--- src/rtl/window_mac_pkg.sv ---
// Shared widths and helpers for the window_mac convolution block.
// WINDOW_MAC_SATURATE_EN selects clamping instead of wrap in fit_out.
package window_mac_pkg;

  localparam int PIX_W  = 8;
  localparam int PROD_W = 16;
  localparam int FIT_W  = 64;

  function automatic int acc_width(input int depth);
    return PROD_W + $clog2(depth * depth);
  endfunction

  function automatic int colsum_width(input int depth);
    return PROD_W + $clog2(depth);
  endfunction

  function automatic logic [FIT_W-1:0] fit_out(
    input logic [FIT_W-1:0] value,
    input int               out_w
  );
    logic [FIT_W-1:0] lim;
    if (out_w >= FIT_W) return value;
    lim = (64'd1 << out_w) - 64'd1;
`ifdef WINDOW_MAC_SATURATE_EN
    return (value > lim) ? lim : value;
`else
    return value & lim;
`endif
  endfunction

endpackage

--- src/rtl/window_mac_column_dot.sv ---
// Combinational dot product of one pixel column with one weight column.
// DEPTH unsigned 8x8 multipliers feeding a summation tree.
module column_dot
  import window_mac_pkg::*;
#(
  parameter int DEPTH = 3
) (
  input  logic [PIX_W*DEPTH-1:0]            p_col,
  input  logic [PIX_W*DEPTH-1:0]            w_col,
  output logic [colsum_width(DEPTH)-1:0]    colsum
);

  localparam int CS_W = colsum_width(DEPTH);

  logic [PROD_W-1:0] prod [DEPTH];

  for (genvar j = 0; j < DEPTH; j++) begin : g_mul
    assign prod[j] = PROD_W'(p_col[PIX_W*j +: PIX_W])
                   * PROD_W'(w_col[PIX_W*j +: PIX_W]);
  end

  always_comb begin
    colsum = '0;
    for (int j = 0; j < DEPTH; j++) begin
      colsum = colsum + CS_W'(prod[j]);
    end
  end

endmodule

--- src/rtl/window_mac.sv ---
// Non-overlapping DEPTH x DEPTH window multiply-accumulate over column beats.
// Build with WINDOW_MAC_SATURATE_EN to clamp results instead of wrapping.
module window_mac
  import window_mac_pkg::*;
#(
  parameter int DEPTH = 3,
  parameter int OUT_W = 16
) (
  input  logic                           clock,
  input  logic                           reset,
  input  logic                           flush,
  input  logic                           w_load,
  input  logic [PIX_W*DEPTH*DEPTH-1:0]   w_in,
  input  logic                           in_valid,
  output logic                           in_ready,
  input  logic [PIX_W*DEPTH-1:0]         p_in,
  output logic                           out_valid,
  input  logic                           out_ready,
  output logic [OUT_W-1:0]               out_data
);

  localparam int ACC_W = acc_width(DEPTH);
  localparam int CS_W  = colsum_width(DEPTH);
  localparam int CNT_W = (DEPTH > 1) ? $clog2(DEPTH) : 1;
  localparam int COL_W = PIX_W * DEPTH;
  localparam logic [CNT_W-1:0] LAST = CNT_W'(DEPTH - 1);

  logic [CNT_W-1:0]               col_cnt_q, col_cnt_d;
  logic [ACC_W-1:0]               acc_q, acc_d;
  logic [PIX_W*DEPTH*DEPTH-1:0]   w_q, w_d;
  logic                           out_valid_q, out_valid_d;
  logic [OUT_W-1:0]               out_data_q, out_data_d;

  logic [COL_W-1:0] w_col;
  logic [CS_W-1:0]  colsum;
  logic [ACC_W-1:0] sum;
  logic             accept;

  always_comb begin
    w_col = '0;
    for (int k = 0; k < DEPTH; k++) begin
      if (col_cnt_q == CNT_W'(k)) begin
        w_col = w_q[COL_W*k +: COL_W];
      end
    end
  end

  column_dot #(
    .DEPTH (DEPTH)
  ) u_dot (
    .p_col  (p_in),
    .w_col  (w_col),
    .colsum (colsum)
  );

  assign in_ready  = !w_load && (!out_valid_q || out_ready);
  assign accept    = in_valid && in_ready;
  assign sum       = acc_q + ACC_W'(colsum);
  assign out_valid = out_valid_q;
  assign out_data  = out_data_q;

  always_comb begin
    col_cnt_d   = col_cnt_q;
    acc_d       = acc_q;
    w_d         = w_q;
    out_valid_d = out_valid_q;
    out_data_d  = out_data_q;

    if (w_load) begin
      w_d = w_in;
    end

    if (out_valid_q && out_ready) begin
      out_valid_d = 1'b0;
    end

    // flush wins over a same-cycle beat, which is simply dropped
    if (flush) begin
      col_cnt_d = '0;
      acc_d     = '0;
    end else if (accept) begin
      if (col_cnt_q == LAST) begin
        out_data_d  = OUT_W'(fit_out(FIT_W'(sum), OUT_W));
        out_valid_d = 1'b1;
        acc_d       = '0;
        col_cnt_d   = '0;
      end else begin
        acc_d     = sum;
        col_cnt_d = col_cnt_q + 1'b1;
      end
    end
  end

  always_ff @(posedge clock or posedge reset) begin
    if (reset) begin
      col_cnt_q   <= '0;
      acc_q       <= '0;
      w_q         <= '0;
      out_valid_q <= 1'b0;
      out_data_q  <= '0;
    end else begin
      col_cnt_q   <= col_cnt_d;
      acc_q       <= acc_d;
      w_q         <= w_d;
      out_valid_q <= out_valid_d;
      out_data_q  <= out_data_d;
    end
  end

endmodule

--- config.mk ---
export PLATFORM = sky130hd
export DESIGN_NAME = window_mac
export DESIGN_NICKNAME = d
export VERILOG_FILES = /design/src/rtl/window_mac_pkg.sv /design/src/rtl/window_mac_column_dot.sv /design/src/rtl/window_mac.sv
export SDC_FILE = /design/constraint.sdc
export NUM_CORES = 1
export LEC_CHECK = 0
export BUFFER_PORTS_ARGS = -buffer_cell sky130_fd_sc_hd__buf_2
export CAP_MARGIN = 20
export CORE_MARGIN = 1.5
export CORE_UTILIZATION = 45
export DETAILED_ROUTE_END_ITERATION = 8
export PLACE_DENSITY = 0.72
export RECOVER_POWER = 25
export SKIP_LAST_GASP = 1
export SLEW_MARGIN = 20
export SYNTH_ARGS = -nofsm -noshare
export SYNTH_HDL_FRONTEND = slang
export SYNTH_SLANG_ARGS = --single-unit
--- constraint.sdc ---
create_clock -name clock -period 12.3 [get_ports clock]
set_clock_uncertainty 0.15 [all_clocks]
set_input_delay 1.23 -clock clock [delete_from_list [all_inputs] [get_ports clock]]
set_output_delay 1.23 -clock clock [all_outputs]
set_load 0.05 [all_outputs]
==> flow_summary.ini, run 1 <==
[min_path]
hp-class = register to register

[drt]
routed_wl_um = 24400
avgViaCountPerCell = 5.16
drc_errors = 0
first_pass_iters = 5
wire_per_inst_um = 15.0
vias = 8403
final_antenna_net_count = 0
first_iter_violations = 357

[clocking]
clk_latency_ns = 0.36
cts_tree = done
hold_buffers = 0
clkTransAtPathRegs_ns = 0.07
cts_resized = 0
cts_max_level = 3
root_buffer = clkbuf_16
clk_path_buf_depth = 2
clock_sinks = 107
cts_made_buffers = 9
post_cts_buffers = 0

[grt]
grt_pass1_wl_um = 41000
grt_max_degree = 81
antenna_found_initial = 3
grt-ovfl-total = 0
grt_usage = 0.192
grt_pass1_vias = 8436

[sta]
worst_slack_ns = 1.01
fin_setup_tns_ns = 0
tightest_slew_ns = 3.16
slew_headroom = -1.11
rsz0062_at_grt = false
setup_viol = 0
timing.final.crit_period_ns = 11.29
slew_violations = 63
period_share = 0.918
max_clock_freq_mhz = 88.5
finalHoldViolations = 0

[place]
dpl_worst_slack_ns = 1.05
dpl.cell_count = 1613
io_buffers = 119
place.gp.congestion = 0.860
post-dp-hpwl_um = 20500

[die]
die_w_um = 164
ioPinCount = 120
core_area_sq_mm = 0.0254
die_h_um = 164
die_area_sq_mm = 0.0271
rows = 58
initial_utilization = 0.462

[critical_path]
cp_num_buf_inv = 5
critPathMostFrequentCell = fa_1
critPathLaunchType = register
cp_slowest_cell = dfrtp_2
cp_top_family = adder cells
path_max_fanout = 39
end_kind = register
crit_type = register to register
arrival_ns = 11.38
slowest_delay_ns = 0.74
worstPathRequired_ns = 12.39

[synth]
synth_nets = 1538
synth-seq-cells = 107
synth_compound_area_frac = 0.0659
ys.warnings.count = 0
synth.distinct_cells = 40
synth-simple-area-share = 0.120
syn_avg_cell_area_sq_um = 9.99
synth_xor_area_frac = 0.0306
ys_seq_area_frac = 0.228
synth-adder-area-share = 0.372
synthesis.area_sq_mm = 0.0117
syn-instance-count = 1175
synth_top_family_by_area = adder cells
muxShareOfSynthArea = 0.103

[outcome]
violations = max-capacitance violations, max-slew violations
status = complete, but fails checks

[layout]
synthToLayoutAreaGrowth_pct = 11.0
drive_gt1_frac = 0.179
nets = 1658
fin_util = 0.513
stdcell_count = 1630

[job]
max_cap_viol_count = 1
cell type report:
cell class | count | area [sq um]
diodes | 1 | 2.50
multi-input cells | 818 | 8120
fillers | 2337 | 12400
clock buffers | 9 | 225
well taps | 330 | 413
repair buffers | 129 | 663
clock inverters | 6 | 62.6
inverters | 230 | 865
flip-flops and latches | 107 | 2680
flip-flops by register name, summed over array words and instances, names as in the netlist:
register / flops
w_q: 72
acc_q: 16
out_data: 16
col_cnt_q: 2
out_valid: 1
layout by cell type (no fill, tap or decap), types with 6 or more instances in the layout:
master     netlist  layout
and2_1         111     111
a22o_1          14      14
xnor2_1         29      29
o21ai_1         12      12
mux2i_1         24      24
inv_1          230     229
buf_2            2     119
o22ai_1         10      10
nand2b_1         6       6
o21ai_0         27      27
ha_1           114     114
a21o_1           7       7
nand2_1        123     123
dfrtp_1        107     106
a21oi_1         29      29
buf_4            0       8
nor3_1           6       6
nor2_1          20      20
fa_1           147     147
clkbuf_16        0       9
xor2_1          12      12
nor2b_1         10      10
mux2_2          85      85
worst min-delay path: stages (launching register included):
cell	delay, ns
dfrtp_1	0.35
nand2_1	0.05
o21ai_0	0.06
per-layer routing:
layer / wire (um) / up-vias / GRT usage
li1: - / 3963 / -
met2: 11400 / 199 / 0.303
met4: 359 / 2 / 0.0536
met5: 11 / - / 0
met1: 11100 / 4217 / 0.270
met3: 1530 / 22 / 0.0374
path summary, 6_finish.rpt:
kind / from / endpoint / slack, ns / depth (start not counted)
worst max-delay path: col_cnt_q[1]$_DFFE_PP0P_ / out_data[15]$_DFFE_PP0P_ / 1.01 / 41
worst min-delay path: out_data[1]$_DFFE_PP0P_ / out_data[1]$_DFFE_PP0P_ / 0.34 / 2
worst max register to register: col_cnt_q[1]$_DFFE_PP0P_ / out_data[15]$_DFFE_PP0P_ / 1.01 / 41
worst min register to register: out_data[1]$_DFFE_PP0P_ / out_data[1]$_DFFE_PP0P_ / 0.34 / 2
max in group asynchronous: reset / w_q[15]$_DFFE_PP0P_ / 6.67 / 4
min in group asynchronous: reset / out_data[14]$_DFFE_PP0P_ / 0.99 / 2
logic make-up after synthesis:
group | after synthesis
buffers and inverters | 250
AOI/OAI and AO/OA | 122
muxes | 110
adders and majority gates | 261
DFF | 107
and+or+nand+nor | 284
xor gates and xnor gates | 41
cell usage after synthesis:
library cell  instances  area share
xor2_1               12      0.0090
o211ai_1              2      0.0013
nand2b_1              6      0.0032
nor4_1                1     0.00053
o21a_1                2      0.0013
a21boi_0              1     0.00064
inv_1               230       0.074
a2111o_1              1     0.00096
o21ai_0              27       0.012
a211oi_1              4      0.0026
o221ai_2              1      0.0013
dfrtp_1             107        0.23
mux2i_1              24       0.020
a22o_1               14       0.010
a31oi_1               2      0.0011
o211a_1               2      0.0017
buf_2                 2     0.00085
nor3_1                6      0.0026
clkbuf_1             16      0.0051
ha_1                114        0.12
mux2_1                1     0.00096
mux2_2               85       0.082
o21ai_1              12      0.0051
and2_1              111       0.059
a21o_1                7      0.0045
a311o_1               1     0.00085
nor2_1               20      0.0064
o31ai_2               1      0.0011
nor2b_1              10      0.0053
o21bai_1              3      0.0019
a21oi_1              29       0.012
xnor2_1              29       0.022
or3_1                 2      0.0011
o22ai_1              10      0.0053
o21ai_2               1     0.00075
o31ai_1               2      0.0013
fa_1                147        0.25
nand2_1             123       0.039
nand3_1               5      0.0021
buf_1                 2     0.00064
metrics by stage:
| step | instance area [sq um] | hold WS (ns) |
|---|---|---|
| after floorplan | 11700 | 0.328 |
| after global placement | 12700 | 0.324 |
| after detailed placement | 12700 | 0.325 |
| after CTS | 13000 | 0.341 |
| after global routing | 13000 | 0.368 |
| final | 13000 | 0.342 |
Power of run 1 is left out: the tool's default activity adds up to more than one toggle a clock period on the data nets, which glitch-free logic cannot reach.
==> run 2, diff against run 1 <==
Settings changed: PLACE_DENSITY 0.72 to 0.71, SYNTH_HIERARCHICAL set to 1.
==> flow_summary.ini, run 2 <==
[outcome]
status = complete, but fails checks
violations = max-capacitance violations, max-slew violations

[place]
post-dp-hpwl_um = 21900
place.gp.congestion = 0.860
place_area_sq_mm = 0.0129
dpl_worst_slack_ns = 2.57
io_buffers = 119

[die]
die_h_um = 166
die_area_sq_mm = 0.0275
die_w_um = 166
rows = 59
core_area_sq_mm = 0.0261
initial_utilization = 0.458
ioPinCount = 120

[drt]
first_iter_violations = 439
vias = 8346
final_antenna_net_count = 0
first_pass_iters = 5
routed_wl_um = 26800
drc_errors = 0
wire_per_inst_um = 16.5
avgViaCountPerCell = 5.14

[critical_path]
cp_top_family = adder cells
reg2reg_depth = 28
crit_type = register to register
end_kind = register
slowest_delay_ns = 0.89
worstPathRequired_ns = 12.43
cp_slowest_cell = dfrtp_1
path_max_fanout = 28
worstReg2RegEnd = acc_q[15]$_DFFE_PP0P_
ff2ff_setup_slack_ns = 2.92
cp_num_buf_inv = 4
r2r_start = col_cnt_q[1]$_DFFE_PP0P_
arrival_ns = 9.51
critPathLaunchType = register
critPathMostFrequentCell = fa_1

[clocking]
cts_tree = done
clock_sinks = 107
cts_max_level = 3
clk_path_buf_depth = 2
hold_buffers = 0
clkTransAtPathRegs_ns = 0.08
cts_made_buffers = 9
clk_latency_ns = 0.35
root_buffer = clkbuf_16
cts_resized = 0
post_cts_buffers = 0

[synth]
synthesis.area_sq_mm = 0.0119
ys.warnings.count = 6
syn_avg_cell_area_sq_um = 10.2
synth_nets = 1548
syn-instance-count = 1176

[layout]
finish.instance_area_sq_mm = 0.0132
largest_reg_flops = 72
fin_util = 0.506
drive_gt1_frac = 0.175
regMostFlops = w_q
synthToLayoutAreaGrowth_pct = 10.4
nets = 1656
final_cell_mix = 230 x inv_1, 161 x fa_1, 124 x and2_1
final_common_cell = inv_1

[job]
max_cap_viol_count = 2

[grt]
grt-ovfl-total = 0
grt_pass1_wl_um = 45400
grt_pass1_vias = 8976
antenna_found_initial = 3
grt_usage = 0.205
grt_max_degree = 75

[sta]
timing.final.crit_period_ns = 9.38
finalHoldViolations = 0
rsz0062_at_grt = false
period_share = 0.762
tightest_slew_ns = 3.76
max_clock_freq_mhz = 107
fin_setup_tns_ns = 0
slew_violations = 109
worst_slack_ns = 2.92
slew_headroom = -1.51
setup_viol = 0

[min_path]
worstHoldPathCells = 2
hp-start = out_data[15]$_DFFE_PP0P_
hold_end = out_data[15]$_DFFE_PP0P_
hp-class = register to register
==> run 2: tightest hold or removal path, cell delays in order (launching register included) <==
cell and delay, ns:
dfrtp_1 0.35, nand2_1 0.05, o21ai_1 0.06
==> run 2: worst max-delay path by stage <==
stage,start,cells after the start,endpoint
floorplan,col_cnt_q[0]$_DFFE_PP0P_,31,acc_q[15]$_DFFE_PP0P_
global placement,col_cnt_q[1]$_DFFE_PP0P_,29,acc_q[15]$_DFFE_PP0P_
detailed placement,col_cnt_q[1]$_DFFE_PP0P_,28,acc_q[15]$_DFFE_PP0P_
CTS,col_cnt_q[1]$_DFFE_PP0P_,28,acc_q[15]$_DFFE_PP0P_
global route,col_cnt_q[1]$_DFFE_PP0P_,29,acc_q[15]$_DFFE_PP0P_
finish,col_cnt_q[1]$_DFFE_PP0P_,28,acc_q[15]$_DFFE_PP0P_
==> run 2: cell type report <==
cell class | count | area (sq um)
Antenna cell | 1 | 2.50
Clock inverter | 6 | 68.8
Tap cell | 335 | 419
Fill cell | 2361 | 12900
Clock buffer | 10 | 239
Inverter | 231 | 868
Timing Repair Buffer | 126 | 629
Sequential cell | 107 | 2680
Multi-Input combinational cell | 809 | 8280
==> run 2: layer usage <==
layer	GRT usage	share of wire
met5	0	0.00037
met4	0.0415	0.015
met3	0.0472	0.057
met2	0.331	0.48
met1	0.283	0.45
==> run 2: metrics by stage <==
| stage | instances | hold slack (ns) |
|---|---|---|
| after floorplan | 1176 | 0.317 |
| after global placement | 1607 | 0.313 |
| after detailed placement | 1607 | 0.320 |
| after CTS | 1623 | 0.337 |
| after global routing | 1625 | 0.373 |
| final | 1625 | 0.335 |
Power of run 2 is left out for the same reason.
==> run 3, diff against run 2 <==
Settings changed: ABC_AREA set to 1.
Clock period 12.3 ns to 9.3 ns, I/O delays scaled along.
==> flow_summary.ini, run 3 <==
[sta]
fin_setup_tns_ns = 0
period_share = 0.865
finalHoldViolations = 0
rsz0062_at_grt = false
setup_viol = 0
max_clock_freq_mhz = 124
timing.final.crit_period_ns = 8.04
tightest_slew_ns = 1.87
slew_violations = 45
slew_headroom = -0.252

[min_path]
worstHoldPathCells = 2
hp-start = out_data[3]$_DFFE_PP0P_
hp-class = register to register

[critical_path]
crit_cells = 36
crit_type = register to register
end_kind = register
cp_slowest_cell = o221ai_1
worstPathRequired_ns = 9.45
path_max_fanout = 25
reg2reg_depth = 36
slowest_delay_ns = 0.89
crit_start = col_cnt_q[1]$_DFFE_PP0P_
critPathMostFrequentCell = nand2_1
critPathLaunchType = register
cp_top_family = adder cells
arrival_ns = 8.19
cp_num_buf_inv = 10
r2r_start = col_cnt_q[1]$_DFFE_PP0P_

[layout]
final_cell_mix = 467 x nand2_1, 466 x inv_1, 161 x fa_1
nets = 2035
fin_util = 0.503
drive_gt1_frac = 0.107
largest_reg_flops = 72
synthToLayoutAreaGrowth_pct = 8.77
regMostFlops = w_q
final_common_cell = nand2_1

[synth]
synth_nets = 1967
syn_avg_cell_area_sq_um = 7.85
synthesis.area_sq_mm = 0.0125
syn-instance-count = 1595
ys.warnings.count = 6

[die]
ioPinCount = 120
die_area_sq_mm = 0.0288
die_h_um = 170
die_w_um = 170
rows = 60
initial_utilization = 0.462
core_area_sq_mm = 0.0271

[drt]
first_pass_iters = 5
drc_errors = 0
routed_wl_um = 28600
avgViaCountPerCell = 4.75
vias = 9687
wire_per_inst_um = 14.0
final_antenna_net_count = 0
first_iter_violations = 490

[grt]
grt_pass1_wl_um = 48100
grt_max_degree = 111
grt_pass1_vias = 10100
antenna_found_initial = 2
grt-ovfl-total = 0
grt_usage = 0.211

[outcome]
violations = max-capacitance violations, max-slew violations
status = complete, but fails checks

[clocking]
clkTransAtPathRegs_ns = 0.07
cts_made_buffers = 9
cts_resized = 0
hold_buffers = 0
cts_tree = done
clk_path_buf_depth = 2
root_buffer = clkbuf_16
post_cts_buffers = 0
cts_max_level = 3
clock_sinks = 107
clk_latency_ns = 0.36

[place]
io_buffers = 119
post-dp-hpwl_um = 24000
place.gp.congestion = 0.862

[job]
max_cap_viol_count = 1
-- run 3: cell types whose count changed in the layout (fill, tap and decap cells not counted), sizes merged, moves of 9 or more --
cell / previous run / this run
nand2: 107 / 470
inv: 233 / 475
and2: 124 / 2
mux2: 85 / 24
nand3: 6 / 35
mux2i: 26 / 0
o221ai: 0 / 24
a21oi: 31 / 8
xnor2: 17 / 3
buf: 110 / 120
nor2: 18 / 28
nor2b: 9 / 0
o21ai: 41 / 50
-- run 3: tightest hold or removal path, cell delays in order, from the launching register on --
cell,delay (ns)
dfrtp_1,0.35
nand2_1,0.05
nand2_1,0.05
-- run 3: through the flow --
step | cell area [sq um] | worst slack (ns) | instances | hold WS, ns
after CTS | 13700 | 1.21 | 2040 | 0.325
after global placement | 13300 | 1.33 | 2024 | 0.304
final | 13600 | 1.26 | 2041 | 0.327
after floorplan | 12500 | 2.09 | 1595 | 0.305
after detailed placement | 13300 | 1.23 | 2024 | 0.308
after global routing | 13600 | 0.694 | 2041 | 0.354
-- run 3: worst paths after layout --
kind	end	slack (ns)
setup reg to reg	out_data[13]$_DFFE_PP0P_	1.26
hold / removal	out_data[3]$_DFFE_PP0P_	0.33
max in group asynchronous	out_data[9]$_DFFE_PP0P_	6.55
hold reg to reg	out_data[3]$_DFFE_PP0P_	0.33
setup / recovery	out_data[13]$_DFFE_PP0P_	1.26
min in group asynchronous	w_q[22]$_DFFE_PP0P_	0.88
-- run 3: area by class of cell --
class / instances / area [sq um]
Multi-Input combinational cell: 944 / 7730
Sequential cell: 107 / 2680
Fill cell: 2592 / 13500
Antenna cell: 1 / 2.50
Timing Repair Buffer: 128 / 653
Clock buffer: 10 / 229
Tap cell: 372 / 465
Clock inverter: 6 / 81.3
Inverter: 473 / 1780
-- run 3: per-layer routing --
metal	up-vias	track usage	routed length (um)
met2	224	0.374	14200
met1	4678	0.264	12300
met5	-	0	0
li1	4735	-	-
met4	0	0.0589	704
met3	50	0.0386	1370
Power of run 3 is left out for the same reason.
